<file path="src/rtl/pdu_pkg.sv">
// rtl/pdu_pkg.sv - shared constants for the program-debug unit
package pdu_pkg;

  localparam logic [1:0] VIEW_OUT  = 2'd0;
  localparam logic [1:0] VIEW_BUF  = 2'd1;
  localparam logic [1:0] VIEW_PC   = 2'd2;
  localparam logic [1:0] VIEW_STEP = 2'd3;

  localparam int HEX_W      = 4;
  localparam int SYNC_DEPTH = 2;

endpackage

</file>
<file path="src/rtl/pdu_debounce.sv">
// rtl/pdu_debounce.sv - synchroniser, vector debouncer and rising-edge pulse
module pdu_debounce
  import pdu_pkg::*;
#(
  parameter int WIDTH     = 3,
  parameter int DB_CYCLES = 4
) (
  input  logic             clk,
  input  logic             rst,
  input  logic [WIDTH-1:0] d,
  output logic [WIDTH-1:0] f,
  output logic [WIDTH-1:0] pe
);

  localparam int CNT_W = $clog2(DB_CYCLES + 1);

  logic [SYNC_DEPTH-1:0][WIDTH-1:0] sync_q;
  logic [WIDTH-1:0]                 s;
  logic [WIDTH-1:0]                 cand;
  logic [WIDTH-1:0]                 f_d;
  logic [CNT_W-1:0]                 cnt;

  assign s  = sync_q[SYNC_DEPTH-1];
  assign pe = f & ~f_d;

  always_ff @(posedge clk) begin
    if (rst) begin
      sync_q <= '0;
    end else begin
      sync_q <= {sync_q[SYNC_DEPTH-2:0], d};
    end
  end

  // cnt tracks how many consecutive samples have matched cand while differing from f
  always_ff @(posedge clk) begin
    if (rst) begin
      cand <= '0;
      f    <= '0;
      f_d  <= '0;
      cnt  <= '0;
    end else begin
      f_d <= f;
      if (s == f) begin
        cnt <= '0;
      end else if (cnt != '0 && s == cand) begin
        if (cnt == CNT_W'(DB_CYCLES - 1)) begin
          f   <= s;
          cnt <= '0;
        end else begin
          cnt <= cnt + 1'b1;
        end
      end else if (DB_CYCLES <= 1) begin
        f <= s;
      end else begin
        cand <= s;
        cnt  <= CNT_W'(1);
      end
    end
  end

endmodule

</file>
<file path="src/rtl/pdu_debug_ctrl.sv">
// rtl/pdu_debug_ctrl.sv - board-side debug unit: run/step control, hex I/O, display scan
module pdu_debug_ctrl
  import pdu_pkg::*;
#(
  parameter int DATA_W    = 32,
  parameter int IN_W      = 5,
  parameter int OUT_W     = 5,
  parameter int DIGITS    = 8,
  parameter int DB_CYCLES = 4,
  parameter int SCAN_DIV  = 4
) (
  input  logic                       clk,
  input  logic                       rst,
  input  logic                       run,
  input  logic                       step,
  input  logic                       valid,
  input  logic [IN_W-1:0]            in,
  output logic [1:0]                 check,
  output logic [OUT_W-1:0]           out0,
  output logic [$clog2(DIGITS)-1:0]  an,
  output logic [HEX_W-1:0]           seg,
  output logic                       ready,
  output logic                       cpu_en,
  input  logic                       io_rd,
  output logic [DATA_W-1:0]          io_rd_data,
  input  logic                       io_wr,
  input  logic [DATA_W-1:0]          io_wr_data,
  input  logic [DATA_W-1:0]          dbg_pc
);

  localparam int AN_W  = $clog2(DIGITS);
  localparam int NDIG  = DATA_W / HEX_W;
  localparam int CNT_W = $clog2(NDIG + 1);
  localparam int DIV_W = (SCAN_DIV > 1) ? $clog2(SCAN_DIV) : 1;

  logic [2:0]        btn_f;
  logic [2:0]        btn_pe;
  logic [IN_W-1:0]   in_f;
  logic [IN_W-1:0]   sw_pe;
  logic              run_f;
  logic              step_pe;
  logic              valid_pe;
  logic              unused_sig;

  logic [DATA_W-1:0] step_cnt;
  logic [DATA_W-1:0] in_buf;
  logic [DATA_W-1:0] buf_n;
  logic [CNT_W-1:0]  cnt;
  logic [CNT_W-1:0]  cnt_n;
  logic [DATA_W-1:0] out_reg;
  logic              rd_ok;

  logic [DIV_W-1:0]  div;
  logic [AN_W-1:0]   an_n;
  logic [DATA_W-1:0] view;
  logic [DATA_W-1:0] view_sh;

  pdu_debounce #(.WIDTH(3), .DB_CYCLES(DB_CYCLES)) u_btn (
    .clk (clk),
    .rst (rst),
    .d   ({valid, step, run}),
    .f   (btn_f),
    .pe  (btn_pe)
  );

  pdu_debounce #(.WIDTH(IN_W), .DB_CYCLES(DB_CYCLES)) u_sw (
    .clk (clk),
    .rst (rst),
    .d   (in),
    .f   (in_f),
    .pe  (sw_pe)
  );

  assign run_f      = btn_f[0];
  assign step_pe    = btn_pe[1];
  assign valid_pe   = btn_pe[2];
  assign unused_sig = ^{btn_pe[0], sw_pe, in_f};

  assign out0       = out_reg[OUT_W-1:0];
  assign rd_ok      = io_rd & ready;
  assign io_rd_data = rd_ok ? in_buf : '0;

  // A read clears first so a digit arriving in the same cycle starts a fresh word
  always_comb begin
    buf_n = in_buf;
    cnt_n = cnt;
    if (rd_ok) begin
      buf_n = '0;
      cnt_n = '0;
    end
    if (valid_pe && !in_f[IN_W-1]) begin
      buf_n = {buf_n[DATA_W-HEX_W-1:0], in_f[HEX_W-1:0]};
      if (cnt_n != CNT_W'(NDIG)) begin
        cnt_n = cnt_n + 1'b1;
      end
    end
  end

  always_ff @(posedge clk) begin
    if (rst) begin
      cpu_en   <= 1'b0;
      step_cnt <= '0;
      check    <= VIEW_OUT;
      in_buf   <= '0;
      cnt      <= '0;
      ready    <= 1'b0;
      out_reg  <= '0;
    end else begin
      cpu_en <= run_f | step_pe;
      if (cpu_en) begin
        step_cnt <= step_cnt + 1'b1;
      end
      if (valid_pe && in_f[IN_W-1]) begin
        check <= check + 2'd1;
      end
      in_buf <= buf_n;
      cnt    <= cnt_n;
      ready  <= (cnt_n != '0);
      if (io_wr) begin
        out_reg <= io_wr_data;
      end
    end
  end

  always_comb begin
    view = out_reg;
    case (check)
      VIEW_OUT:  view = out_reg;
      VIEW_BUF:  view = in_buf;
      VIEW_PC:   view = dbg_pc;
      VIEW_STEP: view = step_cnt;
      default:   view = out_reg;
    endcase
  end

  assign an_n    = (an == AN_W'(DIGITS - 1)) ? '0 : an + 1'b1;
  assign view_sh = view >> (HEX_W * an_n);

  // seg is loaded together with an, so a view change appears on the next digit
  always_ff @(posedge clk) begin
    if (rst) begin
      div <= '0;
      an  <= '0;
      seg <= '0;
    end else if (div == DIV_W'(SCAN_DIV - 1)) begin
      div <= '0;
      an  <= an_n;
      seg <= view_sh[HEX_W-1:0];
    end else begin
      div <= div + 1'b1;
    end
  end

endmodule

</file>
<file path="config.mk">
export PLATFORM = sky130hd
export DESIGN_NAME = pdu_debug_ctrl
export DESIGN_NICKNAME = d
export VERILOG_FILES = /design/src/rtl/pdu_pkg.sv /design/src/rtl/pdu_debounce.sv /design/src/rtl/pdu_debug_ctrl.sv
export SDC_FILE = /design/constraint.sdc
export NUM_CORES = 1
export LEC_CHECK = 0
export CORE_UTILIZATION = 53
export DETAILED_ROUTE_END_ITERATION = 12
export PLACE_DENSITY = 0.89
export SLEW_MARGIN = 15
export SYNTH_ARGS = -nofsm -noshare
export SYNTH_HDL_FRONTEND = slang
export SYNTH_SLANG_ARGS = --single-unit
</file>
<file path="constraint.sdc">
create_clock -name clk -period 2.5 [get_ports clk]
set_input_delay 0.5 -clock clk [delete_from_list [all_inputs] [get_ports clk]]
set_output_delay 0.5 -clock clk [all_outputs]
set_load 0.005 [all_outputs]
</file>
==> impl_metrics.csv, run 1 <==
group,metric,value,unit
status,status,"completed",
detailed_routing,avgViaCountPerCell,5.89,
detailed_routing,drc,0,
logic_synthesis,synth_ff_type,"dfxtp_1",
setup_path,crit_buf_inv,3,
place,pre_cts_ws,0.0646,ns
detailed_routing,firstDrtPassIters,7,
place,place.gp.congestion,0.900,
setup_path,rr_worst_depth,7,
clock_network,clock-root-buffer,"clkbuf_16",
layout,fin_area,0.00919,mm2
logic_synthesis,netlist_area,0.00725,mm2
layout,antenna_cells,0,
global_routing,grt_pass1_wl,30.6,mm
setup_path,critical_path_class,"in -> out",
logic_synthesis,yosys-top-cells-count,"dfxtp_1, nand2_1, nor2_1, mux2i_1, a21oi_1",
setup_path,worstSetupStartpointType,"input port",
worst_hold_path,min-delay-path-class,"reg -> reg",
floorplan,dieArea,0.0142,mm2
setup_path,path_depth,4,
power_and_ir_drop,power_leakage,3.59,nW
setup_path,r2r-start,"an[0]",
global_routing,antenna_found_initial,0,
layout,fin_util,0.691,
setup_path,required,2.00,ns
setup_path,worst-path-max-fanout,33,
clock_network,clkSlewWorstSetupHoldPaths,0.06,ns
setup_path,critPathLaunch,"io_rd",
setup_path,end_kind,"output port",
setup_path,critPathMostFrequentCell,"clkdlybuf4s50_1",
clock_network,numCtsBuffers,17,
global_routing,grt.total_usage,0.277,
logic_synthesis,synth.distinct_cells,56,
setup_path,critical_path.top_delay_family,"buffers and inverters",
sta,worst_slack,0.0704,ns
logic_synthesis,synth_area_leaders,"dfxtp_1, mux2i_1, nand2_1",
sta,hold_viol_final,0,
clock_network,cts_hold_buf,0,
sta,setup_viol,0,
sta,slew_headroom,0.466,
worst_hold_path,worstHoldStart,"div[0]",
floorplan,fp.dieW,119,um
floorplan,initial_utilization,0.546,
detailed_routing,wire_per_inst,17.1,um
logic_synthesis,yosys_warnings,0,
place,placed_cell_area,0.00859,mm2
layout,syn_to_final_growth,26.6,%
clock_network,cts_buffer_depth,2,
sta,rsz0062_at_grt,"false",
setup_path,crit_chain,"clkdlybuf4s50_1 -> buf_12 -> and3_4 -> clkdlybuf4s50_1",
sta,tightest_slew,0.794,ns
setup_path,cpPeakStageDelay,0.51,ns
floorplan,row_count,42,
setup_path,critPathCapture,"io_rd_data[15]",
setup_path,rr_endpoint,"seg[2]",
logic_synthesis,ys_seq_area_frac,0.422,
logic_synthesis,synth_seq_cells,153,
run,maxCapViolCount,0,
global_routing,grt_max_degree,53,
detailed_routing,drtIter0Drc,700,
layout,drive_above_1_share,0.0751,
global_routing,grt_pass1_vias,6209,
power_and_ir_drop,peakVddDrop,0.538,mV
power_and_ir_drop,p_per_area,603,mW/mm2
place,port-buffer-count,123,
clock_network,cts_max_level,4,
logic_synthesis,synthCells,832,
layout,fillers,975,
floorplan,die-height,119,um
logic_synthesis,synth_top_area_share,0.422,
sta,skew,0.00675,ns
detailed_routing,vias,6612,
logic_synthesis,synth_top_area_cell,"dfxtp_1",
global_routing,gr-total-overflow,0,
floorplan,num_io_pins,124,
logic_synthesis,avgSynthCellArea,8.72,um2
detailed_routing,drt.antenna.violating_nets,0,
sta,slew_violations,0,
sta,fin_crit_sh,0.972,
floorplan,core_area,0.0133,mm2
sta,min_period,2.43,ns
sta,setup-tns-final,0,ns
sta,clock.fmax,412,MHz
logic_synthesis,yosysMostFrequentCell,"dfxtp_1",
clock_network,worst_skew_pair.late_latency,0.43,ns
setup_path,slowest_stage,"clkdlybuf4s50_1",
clock_network,clock-sinks,153,
layout,nets,1023,
layout,regArea,0.00306,mm2
clock_network,cts_tree,"built",
setup_path,arrival,1.93,ns
logic_synthesis,synth_nets,922,
place,hpwl,13.4,mm
logic_synthesis,async_flop_share,0,
setup_path,reg2reg_slack,0.22,ns
detailed_routing,drt-total-wl,19.2,mm
layout,multiInputGateArea,0.00385,mm2
logic_synthesis,synth-edff-count,0,
[stage by stage]
stage / power (W) / hold slack, ns / std cells
floorplan: 0.00283 / 0.404 / 832
global route: 0.00573 / 0.454 / 1122
detailed placement: 0.00304 / 0.424 / 1090
finish: 0.00554 / 0.438 / 1122
global placement: 0.00303 / 0.413 / 1090
CTS: 0.00556 / 0.439 / 1122
[worst reg2reg max path, delay by kind of cell, from the launching register on]
family                   cells  cell delay, ns
AND/OR/NAND/NOR              1            0.49
AO/OA/AOI/OAI                3            0.74
multiplexers                 1            0.19
flip-flops                   1            0.32
adder cells (fa/ha/maj)      2            0.44
[report_power, final]
part / switching, W / internal [W] / total, W
Sequential: 0.0000370 / 0.00250 / 0.00253
Combinational: 0.000208 / 0.000249 / 0.000457
Clock: 0.00100 / 0.00154 / 0.00255
Total: 0.00125 / 0.00429 / 0.00554
[what timing repair did]
| action | 4_1_cts | 5_1_grt |
|---|---|---|
| endpoints found under the setup margin | 0 | 1 |
| setup buffers | 0 | 0 |
| gates resized for setup | 0 | 1 |
[final cells by class]
class	instances	area share
Timing Repair Buffer	143	0.152
Inverter	16	0.00654
Tap cell	176	0.0240
Sequential cell	153	0.333
Clock buffer	21	0.0512
Multi-Input combinational cell	602	0.419
Clock inverter	11	0.0131
[placed cells by master, fill, tap and decap left out, types with 9 or more instances in the layout]
cell type,count
a21oi_1,45
a221oi_1,23
a222oi_1,9
and3_1,36
buf_4,19
clkbuf_16,17
clkdlybuf4s50_1,121
dfxtp_1,153
ha_1,14
inv_1,15
mux2i_1,63
nand2_1,101
nand2b_1,14
nand3_1,19
nand4_1,9
nor2_1,88
nor2b_1,20
nor3_1,16
o21ai_0,20
o22ai_1,12
xnor2_1,23
xor2_1,26
[worst min path at each step]
stage                     depth (start not counted)          to
after CTS                                         1      div[0]
after detailed placement                          1  u_btn.s[2]
final                                             1      div[0]
after global placement                            1      div[0]
after floorplan                                   1      div[0]
after global routing                              1   u_sw.s[3]
[cell families (layout without fill, tap and decap cells)]
| kind of cell | Yosys count | count (layout) | synth area share |
|---|---|---|---|
| compound gates | 133 | 133 | 0.121 |
| xor+xnor | 49 | 49 | 0.0592 |
| buf+inv | 77 | 191 | 0.0481 |
| simple gates | 336 | 336 | 0.227 |
| fa+ha+maj | 14 | 14 | 0.0242 |
| flops | 153 | 153 | 0.422 |
| mux | 70 | 70 | 0.0978 |
[per-layer routing]
metal	vias up	routed length, um	part of all wire	global-route usage
met2	336	8910	0.47	0.439
met1	3087	7560	0.39	0.323
li1	3115	-	-	-
met4	0	1100	0.058	0.185
met5	-	0	0	0
met3	74	1580	0.082	0.0838
(Power assumes the default switching activity.)
==> inputs of run 2 (changes only) <==
--- a/config.mk
+++ b/config.mk
@@ -7,6 +7,7 @@
 export LEC_CHECK = 0
 export CORE_UTILIZATION = 53
 export DETAILED_ROUTE_END_ITERATION = 12
+export HOLD_SLACK_MARGIN = 0.12
 export PLACE_DENSITY = 0.89
 export SLEW_MARGIN = 15
 export SYNTH_ARGS = -nofsm -noshare
==> results of run 2 <==
No change in the layout: final DEF, timing and power equal those of run 1.
